### src/rtl/div_seq_pkg.sv
// -----------------------------------------------------------------------------
// div_seq_pkg
// Shared constants for the sequential divider: FSM state encoding, result-ready
// and start/stop levels, and the register/double-register bus widths.
// -----------------------------------------------------------------------------
package div_seq_pkg;

    localparam int RegBus       = 32;
    localparam int DoubleRegBus = 64;

    // Divider sequencer states (2-bit encoding shared with the execute stage).
    typedef enum logic [1:0] {
        DivFree   = 2'b00,
        DivByZero = 2'b01,
        DivOn     = 2'b10,
        DivEnd    = 2'b11
    } div_state_e;

    localparam logic DivResultReady    = 1'b1;
    localparam logic DivResultNotReady = 1'b0;
    localparam logic DivStart          = 1'b1;
    localparam logic DivStop           = 1'b0;

endpackage : div_seq_pkg

### src/rtl/div_seq_if.sv
// -----------------------------------------------------------------------------
// div_seq_if
// Request/response bundle between the execute stage (master) and the divider
// (slave).
//   signed_div_i : 1 = DIV/REM, 0 = DIVU/REMU
//   opdata1_i    : dividend
//   opdata2_i    : divisor
//   start_i      : request, held until ready_o is seen
//   annul_i      : abort (flush/exception)
//   result_o     : {remainder, quotient}
//   ready_o      : result valid
// -----------------------------------------------------------------------------
interface div_seq_if #(
    parameter int DATA_W = 32
) ();

    logic                  signed_div_i;
    logic [DATA_W-1:0]     opdata1_i;
    logic [DATA_W-1:0]     opdata2_i;
    logic                  start_i;
    logic                  annul_i;
    logic [2*DATA_W-1:0]   result_o;
    logic                  ready_o;

    modport master (
        output signed_div_i,
        output opdata1_i,
        output opdata2_i,
        output start_i,
        output annul_i,
        input  result_o,
        input  ready_o
    );

    modport slave (
        input  signed_div_i,
        input  opdata1_i,
        input  opdata2_i,
        input  start_i,
        input  annul_i,
        output result_o,
        output ready_o
    );

endinterface : div_seq_if

### src/rtl/div_seq.sv
// -----------------------------------------------------------------------------
// div_seq
// Multi-cycle radix-2 restoring divider for DIV/DIVU/REM/REMU.
// Operands are converted to magnitudes on acceptance, DATA_W shift-subtract
// steps produce the quotient one bit per cycle, and the signs are applied on
// the final step. Divide-by-zero and signed overflow bypass the loop.
// Ports:
//   clk : rising-edge clock
//   rst : asynchronous active-low reset
//   bus : div_seq_if slave modport (operands, start/annul, result/ready)
// -----------------------------------------------------------------------------
module div_seq
    import div_seq_pkg::*;
#(
    parameter int DATA_W = RegBus
) (
    input  logic         clk,
    input  logic         rst,
    div_seq_if.slave     bus
);

    localparam int                  CNT_W    = $clog2(DATA_W) + 1;
    localparam logic [CNT_W-1:0]    LAST_CNT = CNT_W'(DATA_W - 1);
    localparam logic [CNT_W-1:0]    CNT_ONE  = CNT_W'(1);
    localparam logic [DATA_W-1:0]   ALL_ONES = {DATA_W{1'b1}};
    localparam logic [DATA_W-1:0]   ZERO_W   = {DATA_W{1'b0}};
    localparam logic [DATA_W-1:0]   MIN_NEG  = {1'b1, {(DATA_W-1){1'b0}}};

    // Two's-complement negate when en is set, pass-through otherwise.
    function automatic logic [DATA_W-1:0] neg_if(input logic [DATA_W-1:0] v,
                                                 input logic              en);
        neg_if = en ? (~v + {{(DATA_W-1){1'b0}}, 1'b1}) : v;
    endfunction

    div_state_e             r_state;
    logic [CNT_W-1:0]       r_cnt;
    logic [DATA_W-1:0]      r_dividend;
    logic [DATA_W-1:0]      r_divisor;
    logic [DATA_W-1:0]      r_part;
    logic [DATA_W-1:0]      r_quot;
    logic                   r_signed;
    logic                   r_neg_a;
    logic                   r_neg_b;
    logic [2*DATA_W-1:0]    r_special;
    logic [2*DATA_W-1:0]    r_result;
    logic                   r_ready;

    logic                   w_a_neg;
    logic                   w_b_neg;
    logic [DATA_W-1:0]      w_abs_a;
    logic [DATA_W-1:0]      w_abs_b;
    logic                   w_zero_div;
    logic                   w_ovf;
    logic [DATA_W:0]        w_p;
    logic [DATA_W:0]        w_p_sub;
    logic                   w_ge;
    logic [DATA_W-1:0]      w_p_next;
    logic [DATA_W-1:0]      w_q_next;
    logic [DATA_W-1:0]      w_q_fix;
    logic [DATA_W-1:0]      w_r_fix;

    // Operand classification and magnitude conversion for the accept edge.
    assign w_a_neg    = bus.signed_div_i & bus.opdata1_i[DATA_W-1];
    assign w_b_neg    = bus.signed_div_i & bus.opdata2_i[DATA_W-1];
    assign w_abs_a    = neg_if(bus.opdata1_i, w_a_neg);
    assign w_abs_b    = neg_if(bus.opdata2_i, w_b_neg);
    assign w_zero_div = (bus.opdata2_i == ZERO_W);
    assign w_ovf      = bus.signed_div_i & (bus.opdata1_i == MIN_NEG)
                        & (bus.opdata2_i == ALL_ONES);

    // One restoring step. The partial remainder is always below the divisor,
    // so after the shift P < 2*divisor and the borrow bit of the 33-bit
    // subtract alone tells whether P >= divisor.
    assign w_p      = {r_part, r_dividend[DATA_W-1]};
    assign w_p_sub  = w_p - {1'b0, r_divisor};
    assign w_ge     = ~w_p_sub[DATA_W];
    assign w_p_next = w_ge ? w_p_sub[DATA_W-1:0] : w_p[DATA_W-1:0];
    assign w_q_next = {r_quot[DATA_W-2:0], w_ge};

    // Sign fix-up: quotient negative when operand signs differ, remainder
    // follows the dividend (r_neg_* are already gated by the signed flag).
    assign w_q_fix  = neg_if(w_q_next, r_signed & (r_neg_a ^ r_neg_b));
    assign w_r_fix  = neg_if(w_p_next, r_signed & r_neg_a);

    // Divider sequencer: accept, special-case bypass, iterate, hold result.
    always_ff @(posedge clk or negedge rst) begin
        if (!rst) begin
            r_state    <= DivFree;
            r_cnt      <= {CNT_W{1'b0}};
            r_dividend <= ZERO_W;
            r_divisor  <= ZERO_W;
            r_part     <= ZERO_W;
            r_quot     <= ZERO_W;
            r_signed   <= 1'b0;
            r_neg_a    <= 1'b0;
            r_neg_b    <= 1'b0;
            r_special  <= {(2*DATA_W){1'b0}};
            r_result   <= {(2*DATA_W){1'b0}};
            r_ready    <= DivResultNotReady;
        end else begin
            case (r_state)
                DivFree: begin
                    r_ready <= DivResultNotReady;
                    if ((bus.start_i == DivStart) && !bus.annul_i) begin
                        if (w_zero_div) begin
                            r_special <= {bus.opdata1_i, ALL_ONES};
                            r_state   <= DivByZero;
                        end else if (w_ovf) begin
                            r_special <= {ZERO_W, MIN_NEG};
                            r_state   <= DivByZero;
                        end else begin
                            r_dividend <= w_abs_a;
                            r_divisor  <= w_abs_b;
                            r_neg_a    <= w_a_neg;
                            r_neg_b    <= w_b_neg;
                            r_signed   <= bus.signed_div_i;
                            r_part     <= ZERO_W;
                            r_quot     <= ZERO_W;
                            r_cnt      <= {CNT_W{1'b0}};
                            r_state    <= DivOn;
                        end
                    end else begin
                        r_state <= DivFree;
                    end
                end
                DivByZero: begin
                    r_result <= r_special;
                    r_ready  <= DivResultReady;
                    r_state  <= DivEnd;
                end
                DivOn: begin
                    if (bus.annul_i) begin
                        r_ready <= DivResultNotReady;
                        r_state <= DivFree;
                    end else begin
                        r_part     <= w_p_next;
                        r_quot     <= w_q_next;
                        r_dividend <= {r_dividend[DATA_W-2:0], 1'b0};
                        r_cnt      <= r_cnt + CNT_ONE;
                        if (r_cnt == LAST_CNT) begin
                            r_result <= {w_r_fix, w_q_fix};
                            r_ready  <= DivResultReady;
                            r_state  <= DivEnd;
                        end else begin
                            r_state  <= DivOn;
                        end
                    end
                end
                DivEnd: begin
                    if (bus.annul_i || (bus.start_i == DivStop)) begin
                        r_ready <= DivResultNotReady;
                        r_state <= DivFree;
                    end else begin
                        r_ready <= DivResultReady;
                        r_state <= DivEnd;
                    end
                end
                default: begin
                    r_ready <= DivResultNotReady;
                    r_state <= DivFree;
                end
            endcase
        end
    end

    assign bus.result_o = r_result;
    assign bus.ready_o  = r_ready;

endmodule : div_seq
### src/flat_wrapper.sv
// flat-port wrapper written by rule: the top's interface ports become plain ports
module div_seq_flat import div_seq_pkg::*;
#(
    parameter int DATA_W = RegBus
)
  (clk, rst, bus_signed_div_i, bus_opdata1_i, bus_opdata2_i, bus_start_i, bus_annul_i, bus_result_o, bus_ready_o);
  div_seq_if #(.DATA_W(DATA_W)) bus_i ();
  input  logic clk;
  input  logic rst;
  input wire logic [$bits(bus_i.signed_div_i)-1:0] bus_signed_div_i;
  input wire logic [$bits(bus_i.opdata1_i)-1:0] bus_opdata1_i;
  input wire logic [$bits(bus_i.opdata2_i)-1:0] bus_opdata2_i;
  input wire logic [$bits(bus_i.start_i)-1:0] bus_start_i;
  input wire logic [$bits(bus_i.annul_i)-1:0] bus_annul_i;
  output wire logic [$bits(bus_i.result_o)-1:0] bus_result_o;
  output wire logic [$bits(bus_i.ready_o)-1:0] bus_ready_o;
  assign bus_i.signed_div_i = bus_signed_div_i;
  assign bus_i.opdata1_i = bus_opdata1_i;
  assign bus_i.opdata2_i = bus_opdata2_i;
  assign bus_i.start_i = bus_start_i;
  assign bus_i.annul_i = bus_annul_i;
  assign bus_result_o = bus_i.result_o;
  assign bus_ready_o = bus_i.ready_o;
  div_seq #(.DATA_W(DATA_W)) u_core (.clk(clk), .rst(rst), .bus(bus_i));
endmodule
### config.mk
export PLATFORM = sky130hd
export DESIGN_NAME = div_seq_flat
export DESIGN_NICKNAME = d
export VERILOG_FILES = /design/src/rtl/div_seq_pkg.sv /design/src/rtl/div_seq_if.sv /design/src/rtl/div_seq.sv /design/src/flat_wrapper.sv
export SDC_FILE = /design/constraint.sdc
export NUM_CORES = 1
export LEC_CHECK = 0
export ABC_CLOCK_PERIOD_IN_PS = 6020
export BUFFER_PORTS_ARGS = -buffer_cell sky130_fd_sc_hd__buf_2
export CAP_MARGIN = 25
export CORE_MARGIN = 2
export CORE_UTILIZATION = 40
export DETAILED_ROUTE_END_ITERATION = 10
export PLACE_DENSITY_LB_ADDON = 0.25
export SYNTH_ARGS = -nofsm -noshare
export SYNTH_HDL_FRONTEND = slang
export SYNTH_SLANG_ARGS = --single-unit
### constraint.sdc
create_clock -name clk -period 6.02 [get_ports clk]
set_clock_uncertainty 0.1 [all_clocks]
set_input_delay 1.204 -clock clk [delete_from_list [all_inputs] [get_ports clk]]
set_output_delay 1.204 -clock clk [all_outputs]
set_load 0.05 [all_outputs]
=== Word-level counts from Yosys, hierarchy flattened ===
Index checks and enable logic that the tools add are counted.

* Register bits: 267
* Bits in latches: 0
* Memory bits (writable): 0
* Bits in read-only memories: 0
* Bits of input ports: 69
* Word-level logic and storage cells: 95
* Memories kept: 0

* Add/subtract/negate cells: 6
* Multiply operators: 0
* Divide/modulo/power cells: 0
* Order comparisons: 0
* Equality and inequality tests: 12
* Shift operators: 0
* Muxes and demuxes: 38
* Bitwise logic cells: 15
* Reduce and logical (&&, ||, !) cells: 12

{| class="wikitable"
|+ Operators with widths
! kind !! number
|-
| 32-bit 2-to-1 mux || 13
|-
| 64-bit 2-to-1 mux || 4
|-
| 32-bit by 1-bit adder with 32-bit output (second input constant) || 4
|-
| 32-bit inverter || 4
|-
| 32-bit case mux with 2 select lines || 2
|-
| 64-bit case mux with 2 select lines || 1
|-
| 32-bit == test (second input constant) || 2
|-
| 31-bit case mux with 2 select lines || 1
|-
| 33-bit by 32-bit subtractor with 33-bit output || 1
|-
| 32-bit logical NOT || 1
|-
| 31-bit 2-to-1 mux || 1
|-
| 6-bit 2-to-1 mux || 4
|-
| 6-bit case mux with 2 select lines || 1
|-
| 2-bit 2-to-1 mux || 5
|-
| 2-bit case mux with 4 select lines || 1
|-
| 6-bit by 1-bit adder with 6-bit output (second input constant) || 1
|-
| 1-bit AND || 6
|-
| 6-bit by 5-bit == test with 1-bit output (second input constant) || 1
|-
| 2-bit != test (second input constant) || 3
|-
| 3-bit AND reduction || 2
|-
| 2-bit nonzero test || 3
|-
| 5-bit AND reduction || 1
|-
| 2-bit == test (second input constant) || 2
|-
| 1-bit 2-to-1 mux || 4
|-
| 11 further kinds || 15
|}

=== Longest topological paths before layout ===
* Depth in word-level cells: 8
* Gate-level depth with buffers: 23
* Mapped depth without buffers: 21

=== Least setup slack after synthesis ===
OpenSTA, ideal clock, no wires.

* Kind: reg2reg
* Start: register u_core.r_dividend[31]
* End: register u_core.r_result[62], in the netlist u_core.bus.result_o[62]
* Setup time: 0.126 ns
* Data arrival time: 4.323 ns
* Required time: 5.794 ns
* Setup slack: 1.472 ns
* Cell stages (with the launch flop): 22
* Path buffers: 2
* Period minus slack after synthesis: 4.548 ns
* Cell sequence: dfrtp_1 -> inv_1 -> ha_1 -> inv_1 -> fa_1 -> a211oi_1 -> o211ai_1 -> nand2_1 -> a211oi_4 -> nor3_2 -> nor2_4 -> inv_2 -> clkbuf_1 -> mux2i_1 -> ha_1 -> clkbuf_1 -> nor4b_1 -> a31oi_1 -> nor4_2 -> a21oi_2 -> xnor2_1 -> a221o_1

* Word-level cells in the longest chain between the ends: 8

{| class="wikitable"
|+ RTL lines
! element !! line !! RTL
|-
| from (decl) || div_seq.sv:37 || <nowiki>logic [DATA_W-1:0] r_dividend;</nowiki>
|-
| from (signal assigned) || div_seq.sv:112 || <nowiki>r_dividend <= w_abs_a;</nowiki>
|-
| from (signal assigned) || div_seq.sv:138 || <nowiki>r_dividend <= {r_dividend[DATA_W-2:0], 1'b0};</nowiki>
|-
| 33-bit by 32-bit subtractor with 33-bit output || div_seq.sv:75 || <nowiki>assign w_p_sub = w_p - {1'b0, r_divisor};</nowiki>
|-
| 32-bit 2-to-1 mux (*) || div_seq.sv:77 || <nowiki>assign w_p_next = w_ge ? w_p_sub[DATA_W-1:0] : w_p[DATA_W-1:0];</nowiki>
|-
| 32-bit inverter || div_seq.sv:32 || <nowiki>neg_if = en ? (~v + {{(DATA_W-1){1'b0}}, 1'b1}) : v;</nowiki>
|-
| 32-bit by 1-bit adder with 32-bit output || div_seq.sv:32 ||
|-
| 32-bit 2-to-1 mux (*) || div_seq.sv:32 ||
|-
| 64-bit 2-to-1 mux (*) || div_seq.sv:140 || <nowiki>if (r_cnt == LAST_CNT) begin</nowiki>
|-
| 64-bit 2-to-1 mux (*) || div_seq.sv:132 || <nowiki>if (bus.annul_i) begin</nowiki>
|-
| 64-bit case mux with 2 select lines (*) || div_seq.sv:101 || <nowiki>case (r_state)</nowiki>
|-
| to (signal assigned) || div_seq.sv:98 || <nowiki>r_result <= {(2*DATA_W){1'b0}};</nowiki>
|-
| to (signal assigned) || div_seq.sv:127 || <nowiki>r_result <= r_special;</nowiki>
|-
| to (signal assigned) || div_seq.sv:141 || <nowiki>r_result <= {w_r_fix, w_q_fix};</nowiki>
|-
| to (decl) || div_seq.sv:45 || <nowiki>logic [2*DATA_W-1:0] r_result;</nowiki>
|}

Mark *: on every way between the ends. The rest lies on a longest branch, timed or not. The select of a mux whose other input is x is not followed.
A chain may end at the register's enable or synchronous reset.

=== Worst setup path in the final report ===
Same ends and word-level chain as after synthesis.

==> results.cfg <==
[detailed_routing]
dr.pass1.iters = 5
drtIter0Drc = 1131
avgViaCountPerCell = 5.765
wl_per_cell_um = 19.17
vias = 13139
drt_wl_total_um = 43680
route.detailed.drc = 0
ant_nets = 0

[synthesis]
synth_edf_count = 0
ys_ff_latch = 237
yosys_warnings = 0
syn_avg_cell_area_um2 = 8.498
synthCells = 1718
seq_area_frac_synth_pct = 40.62
syn_nets = 1826
synthArstFlopShare_pct = 100.0
synth_area_um2 = 14600
ys_types = 80
synthFlopType = dfrtp_1

[power_and_ir_drop]
p_total_mw = 7.366
p_leak_nw = 7.387
p_per_area_nw_per_um2 = 443.1
peakVddDrop_v = 0.0003152

[global_routing]
antenna_found_initial = 1
grt_max_degree = 125
grt_pass1_wl_um = 69930
grt.overflow.total = 0
grt_pass1_vias = 12515
grtUsageTotal_pct = 22.67

[critical_path]
cp-start-kind = register
crit_path_end_kind = register
worst_r2r_endpoint = u_core.bus.result_o[62]
reg2reg_slack_ns = 0.78
crit_type = register to register
crit_fanout = 20
rr_startpoint = u_core.r_dividend[31]
crit_required_ns = 6.38
ff2ff_path_depth = 21
critical_path_arrival_ns = 5.60

[floorplan]
ios = 134
die_y_um = 195.1
rows = 69
die_area_um2 = 38040
core_um2 = 35740
die_w_um = 195.1
start_util_pct = 40.85

[cells_and_area]
final_cell_count_no_fill = 2279
syn2layout_area_growth_pct = 13.86
nets = 1904
n_fill_cell = 3534
drive_gt1_share_pct = 12.99

[timing]
setup_ws_ns = 0.7753
setup_tns_ns = 0
relSlewSlack_pct = 33.66
fmax_mhz = 190.7
finalCritPeriodShare_pct = 87.12
finalMaxSlewViolations = 0
finalSetupViolations = 0
worst_pin_slew_ns = 0.9951
post-route-min-period_ns = 5.245
grt_setup_unrepaired = no
final_hold_viol_count = 0

[clock_network]
clockBufferDepth = 3
post_cts.repair.setup_buffers = 0
cts-root-buf = clkbuf_16
cts_resized = 0
cts_max_level = 1
cts.sinks = 237
cts_made_buffers = 28
worstSkewPairLatency_ns = 0.57
cts_tree = done
holdBufCountCts = 0
path_clk_slew_ns = 0.06

[job]
max-cap-violations = 0

[min_path]
min-delay-path-class = register to register
whs_endpoint = u_core.r_special[31]
worstHoldStart = u_core.r_special[31]
whs_path_depth = 1

[placement]
io_buffers = 133
place_ws_ns = 0.8446
post-place-cells = 2227
dp.final_hpwl_um = 31480
gp_congestion = 0.8757

[outcome]
status = complete, no violations
## cell usage in the layout, fill, tap and decap left out, drive strengths merged, types with 5 or more instances in the layout
cell type,n
clkinv,9
inv,60
mux2,7
o211ai,10
bufinv,6
a211o,6
nor4,15
o21ai,229
nor2,137
xnor2,66
nor3,29
or3,26
nand4,19
a22o,69
o21a,7
o2111ai,5
or4,6
and2,14
o31ai,18
nand2b,12
clkbuf,34
a31oi,33
and3,11
ha,38
buf,148
xor2,68
mux2i,19
a211oi,10
a21o,9
nand2,219
o41ai,7
nand3,24
a21oi,163
dfrtp,237
## how the worst max path moves through the flow
stage,startpoint,to,slack (ns)
floorplan,u_core.r_dividend[31],u_core.bus.result_o[62],1.47
global placement,u_core.r_dividend[31],u_core.bus.result_o[62],1.03
detailed placement,u_core.r_dividend[31],u_core.bus.result_o[62],0.84
CTS,u_core.r_dividend[31],u_core.bus.result_o[62],0.84
global route,u_core.r_dividend[31],u_core.bus.result_o[62],0.32
finish,u_core.r_dividend[31],u_core.bus.result_o[62],0.78
## synth_stat cells, drive strengths merged, types with 24 or more instances
master | count | area (µm²)
dfrtp | 237 | 5931
o21ai | 229 | 1150
nand2 | 219 | 822.0
a21oi | 163 | 823.3
nor2 | 137 | 521.8
clkbuf | 71 | 266.5
a22o | 69 | 604.3
xor2 | 68 | 595.6
xnor2 | 66 | 578.1
inv | 60 | 225.2
ha | 38 | 475.5
a31oi | 33 | 212.7
buf | 29 | 157.6
nor3 | 29 | 150.1
or3 | 26 | 172.7
nand3 | 24 | 120.1
## metrics by stage
stage	instance area [µm²]	hold slack [ns]	util [%]
floorplan	14600	0.3272	-
global placement	15590	0.3449	43.63
detailed placement	15590	0.3544	43.63
CTS	16620	0.3729	46.50
global route	16620	0.3980	46.51
finish	16620	0.3698	46.51
## power by group
group / total [mW] / switching [mW] / leakage, nW / internal (mW)
Combinational: 3.53 / 2.32 / 3.81 / 1.21
Clock: 1.88 / 0.717 / 0.504 / 1.16
Sequential: 1.96 / 0.177 / 3.07 / 1.79
## cell type report
class / instances / area (µm²) / area share, %
clock buffer: 34 / 763.2 / 4.591
timing repair buffer: 148 / 800.8 / 4.817
antenna: 1 / 2.502 / 0.01505
sequential: 237 / 5931 / 35.68
tap: 461 / 576.8 / 3.470
multi-input combinational: 1321 / 8059 / 48.48
clock inverter: 17 / 265.3 / 1.596
inverter: 60 / 225.2 / 1.355
## state kept, by name (all words and copies together), names as in the netlist
| signal | count |
|---|---|
| u_core.r_cnt | 6 |
| u_core.r_dividend | 32 |
| u_core.r_special | 34 |
| u_core.bus.ready_o | 1 |
| u_core.r_neg_a | 1 |
| u_core.r_signed | 1 |
| u_core.r_divisor | 32 |
| u_core.r_state | 2 |
| u_core.r_neg_b | 1 |
| u_core.r_quot | 31 |
| u_core.r_part | 32 |
| u_core.bus.result_o | 64 |
## layer usage
metal	routed length, µm	up-vias	track usage, %	share of wire [%]
met5	0	-	0	0
met4	914	0	5.796	2.1
met3	2508	60	3.040	5.7
met2	20400	383	37.00	47
met1	19860	6404	31.80	45
li1	-	6292	-	-
## cells by family after synthesis
kind of cell,synth area share [%]
simple gates,16.63
mux,1.843
xor+xnor,8.038
buf+inv,4.448
compound gates,25.03
flops,40.62
fa+ha+maj,3.394
## worst max-delay path, stage by stage (launching register included)
cell,delay [ns]
dfrtp_1,0.42
inv_1,0.09
ha_1,0.16
inv_1,0.05
fa_1,0.41
a211oi_1,0.33
o211ai_1,0.17
nand2_1,0.21
a211oi_4,0.11
nor3_2,0.11
buf_4,0.25
nor2_4,0.05
inv_2,0.23
buf_4,0.29
mux2i_1,0.35
ha_1,0.40
nor4b_1,0.28
a31oi_1,0.16
nor4_2,0.39
a21oi_2,0.11
xnor2_1,0.16
a221o_1,0.30
Note: power is estimated with default switching activity, not from simulation.
